File: config.mk
export PLATFORM = sky130hd
export DESIGN_NAME = echo_decimator_flat
export DESIGN_NICKNAME = d
export VERILOG_FILES = /design/src/rtl/echo_pkg.sv /design/src/rtl/echo_decimator_if.sv /design/src/rtl/add16.sv /design/src/rtl/echo_decim_acc.sv /design/src/rtl/inc16.sv /design/src/rtl/echo_decimator.sv /design/src/flat_wrapper.sv
export SDC_FILE = /design/constraint.sdc
export NUM_CORES = 1
export LEC_CHECK = 0
export CORE_ASPECT_RATIO = 1.4
export CORE_UTILIZATION = 51
export CTS_BUF_LIST = sky130_fd_sc_hd__clkbuf_8
export DETAILED_ROUTE_END_ITERATION = 12
export GPL_ROUTABILITY_DRIVEN = 0
export GPL_TIMING_DRIVEN = 0
export PLACE_DENSITY = 0.76
export RECOVER_POWER = 50
export SLEW_MARGIN = 20
export SYNTH_ARGS = -nofsm -noshare
export SYNTH_HDL_FRONTEND = slang
export SYNTH_SLANG_ARGS = --single-unit
export TNS_END_PERCENT = 10
File: constraint.sdc
create_clock -name clk -period 8.2 [get_ports clk]
set_input_delay 1.64 -clock clk [delete_from_list [all_inputs] [get_ports clk]]
set_output_delay 1.64 -clock clk [all_outputs]
set_load 0.02 [all_outputs]
File: src/rtl/echo_pkg.sv
// Shared types, widths and the averaging helper for the echo decimator.
// Rounding of the averaged sample is selected by ECHO_DECIM_ROUND_EN (default: truncate).
package echo_pkg;

  localparam int ECHO_SAMPLE_W    = 8;
  localparam int ECHO_ACC_W       = 16;
  localparam int ECHO_LOG2_N_MAX  = 8;

  typedef enum logic [1:0] {
    IDLE = 2'd0,
    ACC  = 2'd1,
    FIN  = 2'd2
  } echo_state_t;

  // Scale a group sum back to sample range; the sum of 2^log2_n samples
  // shifted by log2_n can never exceed 255, saturation only guards rounding.
  function automatic logic [ECHO_SAMPLE_W-1:0] echo_avg(
    input logic [ECHO_ACC_W-1:0] sum,
    input int                    log2_n
  );
`ifdef ECHO_DECIM_ROUND_EN
    logic [ECHO_ACC_W:0] t;
    t = {1'b0, sum};
    if (log2_n > 0) t = t + (17'd1 << (log2_n - 1));
    t = t >> log2_n;
    return (t > 17'd255) ? 8'hFF : t[7:0];
`else
    return 8'(sum >> log2_n);
`endif
  endfunction

endpackage

File: src/rtl/echo_decimator_if.sv
// Scan control, sample input and averaged-sample output bundle of the echo decimator.
// master drives start/len/samples, slave is the decimator.
interface echo_decimator_if;
  import echo_pkg::*;

  logic                     start;
  logic [ECHO_ACC_W-1:0]    len;
  logic [ECHO_SAMPLE_W-1:0] din;
  logic                     din_valid;
  logic [ECHO_SAMPLE_W-1:0] dout;
  logic                     dout_valid;
  logic [ECHO_ACC_W-1:0]    sum_out;
  logic                     busy;
  logic                     done;

  modport master (
    output start, len, din, din_valid,
    input  dout, dout_valid, sum_out, busy, done
  );

  modport slave (
    input  start, len, din, din_valid,
    output dout, dout_valid, sum_out, busy, done
  );

endinterface

File: src/rtl/add16.sv
// 16-bit ripple-carry adder, purely combinational.
// No carry in/out: callers guarantee the sum fits.
module add16 (
  input  logic [15:0] a,
  input  logic [15:0] b,
  output logic [15:0] s
);

  logic [16:0] c;

  assign c[0] = 1'b0;

  for (genvar i = 0; i < 16; i++) begin : g_bit
    assign s[i]   = a[i] ^ b[i] ^ c[i];
    assign c[i+1] = (a[i] & b[i]) | (c[i] & (a[i] ^ b[i]));
  end

endmodule

File: src/rtl/echo_decim_acc.sv
// Group accumulator: running sum plus sample-in-group counter, cleared per group.
// acc_next/grp_last are combinational for the current sample; stalls when en is low.
module echo_decim_acc
  import echo_pkg::*;
#(
  parameter int LOG2_N = 3
) (
  input  logic                     clk,
  input  logic                     rst,
  input  logic                     clr,
  input  logic                     en,
  input  logic [ECHO_SAMPLE_W-1:0] din,
  output logic [ECHO_ACC_W-1:0]    acc_next,
  output logic                     grp_last
);

  localparam logic [7:0] GRP_LAST = 8'((1 << LOG2_N) - 1);

  logic [ECHO_ACC_W-1:0] acc;
  logic [7:0]            grp_cnt;

  add16 u_add (
    .a (acc),
    .b ({8'd0, din}),
    .s (acc_next)
  );

  assign grp_last = (grp_cnt == GRP_LAST);

  always_ff @(posedge clk) begin
    if (rst || clr) begin
      acc     <= '0;
      grp_cnt <= '0;
    end else if (en) begin
      if (grp_last) begin
        acc     <= '0;
        grp_cnt <= '0;
      end else begin
        acc     <= acc_next;
        grp_cnt <= grp_cnt + 8'd1;
      end
    end
  end

endmodule

File: src/rtl/inc16.sv
// 16-bit ripple incrementer, purely combinational.
// Wraps silently at 16'hFFFF.
module inc16 (
  input  logic [15:0] a,
  output logic [15:0] y
);

  logic [16:0] c;

  assign c[0] = 1'b1;

  for (genvar i = 0; i < 16; i++) begin : g_bit
    assign y[i]   = a[i] ^ c[i];
    assign c[i+1] = a[i] & c[i];
  end

endmodule

File: src/rtl/echo_decimator.sv
// Boxcar decimator: one averaged sample per 2^LOG2_N valid inputs, len points per scan, 1-cycle latency.
// No backpressure, one sample per cycle; rounding via ECHO_DECIM_ROUND_EN (default truncate).
module echo_decimator #(
  parameter int LOG2_N = 3
) (
  input  logic              clk,
  input  logic              rst,
  echo_decimator_if.slave   bus
);
  import echo_pkg::*;

  echo_state_t           state, state_next;
  logic [ECHO_ACC_W-1:0] len_r;
  logic [ECHO_ACC_W-1:0] pt_cnt;
  logic [ECHO_ACC_W-1:0] pt_next;
  logic [ECHO_ACC_W-1:0] acc_next;
  logic                  grp_last;
  logic                  acc_clr;
  logic                  acc_en;
  logic                  emit;
  logic                  done_next;

  echo_decim_acc #(
    .LOG2_N (LOG2_N)
  ) u_acc (
    .clk      (clk),
    .rst      (rst),
    .clr      (acc_clr),
    .en       (acc_en),
    .din      (bus.din),
    .acc_next (acc_next),
    .grp_last (grp_last)
  );

  inc16 u_pt_inc (
    .a (pt_cnt),
    .y (pt_next)
  );

  // busy stays high through the done cycle, so a start there is still ignored
  always_comb begin
    state_next = state;
    acc_clr    = 1'b0;
    acc_en     = 1'b0;
    emit       = 1'b0;
    done_next  = 1'b0;
    case (state)
      IDLE: begin
        if (bus.start && !bus.busy) begin
          acc_clr    = 1'b1;
          state_next = (bus.len == '0) ? FIN : ACC;
        end
      end
      ACC: begin
        acc_en = bus.din_valid;
        if (bus.din_valid && grp_last) begin
          emit = 1'b1;
          if (pt_next == len_r) state_next = FIN;
        end
      end
      FIN: begin
        done_next  = 1'b1;
        state_next = IDLE;
      end
      default: state_next = IDLE;
    endcase
  end

  always_ff @(posedge clk) begin
    if (rst) begin
      state          <= IDLE;
      len_r          <= '0;
      pt_cnt         <= '0;
      bus.dout       <= '0;
      bus.dout_valid <= 1'b0;
      bus.sum_out    <= '0;
      bus.busy       <= 1'b0;
      bus.done       <= 1'b0;
    end else begin
      state <= state_next;
      if (acc_clr) begin
        len_r  <= bus.len;
        pt_cnt <= '0;
      end else if (emit) begin
        pt_cnt <= pt_next;
      end
      bus.dout_valid <= emit;
      if (emit) begin
        bus.sum_out <= acc_next;
        bus.dout    <= echo_avg(acc_next, LOG2_N);
      end
      bus.done <= done_next;
      bus.busy <= (state_next != IDLE) || (state == FIN);
    end
  end

endmodule

File: src/flat_wrapper.sv
// flat-port wrapper written by rule: the top's interface ports become plain ports
module echo_decimator_flat import echo_pkg::*;
#(
  parameter int LOG2_N = 3
)
  (clk, rst, bus_start, bus_len, bus_din, bus_din_valid, bus_dout, bus_dout_valid, bus_sum_out, bus_busy, bus_done);
  echo_decimator_if bus_i ();
  input  logic clk;
  input  logic rst;
  input wire logic [$bits(bus_i.start)-1:0] bus_start;
  input wire logic [$bits(bus_i.len)-1:0] bus_len;
  input wire logic [$bits(bus_i.din)-1:0] bus_din;
  input wire logic [$bits(bus_i.din_valid)-1:0] bus_din_valid;
  output wire logic [$bits(bus_i.dout)-1:0] bus_dout;
  output wire logic [$bits(bus_i.dout_valid)-1:0] bus_dout_valid;
  output wire logic [$bits(bus_i.sum_out)-1:0] bus_sum_out;
  output wire logic [$bits(bus_i.busy)-1:0] bus_busy;
  output wire logic [$bits(bus_i.done)-1:0] bus_done;
  assign bus_i.start = bus_start;
  assign bus_i.len = bus_len;
  assign bus_i.din = bus_din;
  assign bus_i.din_valid = bus_din_valid;
  assign bus_dout = bus_i.dout;
  assign bus_dout_valid = bus_i.dout_valid;
  assign bus_sum_out = bus_i.sum_out;
  assign bus_busy = bus_i.busy;
  assign bus_done = bus_i.done;
  echo_decimator #(.LOG2_N(LOG2_N)) u_core (.clk(clk), .rst(rst), .bus(bus_i));
endmodule
==> flow_metrics.env <==
export IMPL_io_buffers=53
export IMPL_yosysWarnings=0
export IMPL_dr_first_iter_drc_count=100
export IMPL_die_y_um=101
export IMPL_synth_top_area_cell="dfxtp_1"
export IMPL_finalCoreUtilization=0.668
export IMPL_slew_headroom=0.607
export IMPL_clk_pin_slew_ps=80
export IMPL_ant_nets=0
export IMPL_ys_seq_area_frac=0.432
export IMPL_outcome="completed"
export IMPL_cts_resized=0
export IMPL_final_common_cell="nand2_1"
export IMPL_syn_avg_cell_area_um2=8.75
export IMPL_rows=35
export IMPL_synth_area_um2=3570
export IMPL_clock_sinks=77
export IMPL_first_pass_iters=6
export IMPL_min_period_over_period=0.768
export IMPL_hpwl_um=5870
export IMPL_cts_htree_levels=3
export IMPL_slew_violations=0
export IMPL_grt_antenna_before_repair=0
export IMPL_synth_top_cell_area_share=0.432
export IMPL_fmax_ghz=0.159
export IMPL_start_util=0.536
export IMPL_power_density_nw_per_um2=185
export IMPL_rsz0062_at_grt="no"
export IMPL_dieArea_um2=7340
export IMPL_clk_latency_ps=360
export IMPL_skew_ps=7.94
export IMPL_drive_gt1_frac=0.0776
export IMPL_cts_buffers=9
export IMPL_grt_total_usage=0.234
export IMPL_post_cts_repair_setup_buffers=0
export IMPL_multi_input_area_um2=1780
export IMPL_die_w_um=72.7
export IMPL_hp_class="reg -> reg"
export IMPL_final_cell_count_no_fill=569
export IMPL_drt_vias_per_instance=5.16
export IMPL_core_um2=6660
export IMPL_nFillCells=565
export IMPL_cp_max_fo=3
export IMPL_synthCells=408
export IMPL_worst_pin_slew_ps=589
export IMPL_synthDistinctLibCells=33
export IMPL_io_pins=55
export IMPL_first_global_vias=2861
export IMPL_num_vias=2935
export IMPL_fin_nets=530
export IMPL_remaining_drc_errors=0
export IMPL_startpoint_type="input port"
export IMPL_cts_tree="yes"
export IMPL_ys_ff_latch=77
export IMPL_grt_ovfl_total=0
export IMPL_ir_drop_v=0.000107
export IMPL_leakage_nw=1.79
export IMPL_antennaDiodeCount=0
export IMPL_maxCapViolCount=0
export IMPL_wl_per_cell_um=13.8
export IMPL_finalSetupTns_ps=0
export IMPL_synth_nets=466
export IMPL_hold_viol=0
export IMPL_grt_pass1_wl_um=12900
export IMPL_min_period_ps=6300
export IMPL_dp_cells=553
export IMPL_final_cell_mix="nand2_1, dfxtp_1, a21oi_1, nor2_1, dlygate4sd3_1"
export IMPL_path_class="in -> reg"
export IMPL_hold_buffers=0
export IMPL_worstPathArrival_ps=6570
export IMPL_synthToLayoutAreaGrowth_pct=24.7
export IMPL_finalWirelength_um=7860
export IMPL_p_total_mw=0.825
export IMPL_register_area_um2=1540
export IMPL_grt_max_degree=15
export IMPL_setup_violations=0
export IMPL_cts_max_path_buffers=2
export IMPL_root_buffer="clkbuf_8"
export IMPL_crit_required_ps=8470
export IMPL_end_kind="register"
export IMPL_synthTopCellsByArea="dfxtp_1, nand2_1, ha_1"
## through the flow
stage | hold WS [ps] | cell area (um2) | worst slack (ps)
3_5_place_dp | 448 | 4210 | 1520
3_3_place_gp | 438 | 4210 | 1570
5_1_grt | 478 | 4450 | 1630
6_report | 459 | 4450 | 1900
4_1_cts | 460 | 4460 | 1890
2_1_floorplan | 431 | 3570 | 2320
## power by group
part | internal (mW) | total (mW) | switching (mW)
sequential | 0.384 | 0.392 | 0.00787
clock | 0.204 | 0.354 | 0.150
combinational | 0.0351 | 0.0799 | 0.0448
## synthesized netlist by cell type, drive strengths merged
| cell | number |
|---|---|
| a211oi | 7 |
| a21o | 1 |
| a21oi | 46 |
| a22oi | 10 |
| and3 | 1 |
| and3b | 1 |
| buf | 21 |
| clkbuf | 8 |
| dfxtp | 77 |
| fa | 7 |
| ha | 23 |
| inv | 16 |
| mux2i | 1 |
| nand2 | 92 |
| nand2b | 4 |
| nand3 | 2 |
| nand3b | 2 |
| nand4 | 8 |
| nand4b | 2 |
| nor2 | 33 |
| nor3 | 3 |
| nor4 | 5 |
| o21ai | 2 |
| or2 | 1 |
| or3 | 8 |
| or3b | 1 |
| or4 | 1 |
| xnor2 | 18 |
| xnor3 | 1 |
| xor2 | 6 |
## registers in the layout, indices dropped and copies added (netlist names)
name / cells
u_core.state: 2
u_core.bus.dout_valid: 1
u_core.bus.busy: 1
u_core.pt_cnt: 16
u_core.bus.done: 1
u_core.u_acc.grp_cnt: 8
u_core.bus.sum_out: 16
u_core.len_r: 16
u_core.u_acc.acc: 16
## worst paths after layout
check	cells past startpoint	from	end	slack, ps
max reg2reg	19	u_core.u_acc.acc[0]$_SDFFE_PP0P_	u_core.bus.sum_out[15]$_SDFFE_PP0P_	3280
min	2	u_core.pt_cnt[12]$_SDFFE_PP0P_	u_core.pt_cnt[12]$_SDFFE_PP0P_	460
max	20	bus_din[0]	u_core.bus.sum_out[15]$_SDFFE_PP0P_	1900
min reg2reg	2	u_core.pt_cnt[12]$_SDFFE_PP0P_	u_core.pt_cnt[12]$_SDFFE_PP0P_	460
## metal layers
| metal | track usage | share of wire | up-vias |
|---|---|---|---|
| met3 | 0.0590 | 0.050 | 14 |
| met1 | 0.245 | 0.41 | 1357 |
| met4 | 0.119 | 0.020 | 0 |
| met2 | 0.425 | 0.52 | 74 |
| met5 | 0 | 0 | - |
| li1 | - | - | 1490 |
## worst max-delay path, cell delays in order
cell and delay (ps):
clkdlybuf4s50_1 460, ha_1 140, inv_1 50, fa_1 410, fa_1 450, fa_1 430, fa_1 430, fa_1 420
fa_1 390, inv_1 90, fa_1 180, ha_1 160, ha_1 160, ha_1 160, ha_1 160, ha_1 160
ha_1 160, ha_1 210, xnor2_1 80, a211oi_1 230
## cell type report
type	instances	area share
repair buffers	53	0.119
inverters	16	0.0135
flip-flops and latches	77	0.346
clock buffers	9	0.0278
clock inverters	7	0.0276
multi-input cells	286	0.399
well taps	92	0.0259
plain buffers	29	0.0405
## logic make-up (layout without fill, tap and decap cells)
family | after synthesis | count (layout) | share of synthesized area
and+or+nand+nor | 164 | 164 | 0.206
adders and majority gates | 30 | 30 | 0.120
xor gates and xnor gates | 25 | 25 | 0.0652
DFF | 77 | 77 | 0.432
buffers and inverters | 45 | 114 | 0.0691
muxes | 1 | 1 | 0.00281
AOI/OAI and AO/OA | 66 | 66 | 0.105
Note: power is estimated with default switching activity, not from simulation.
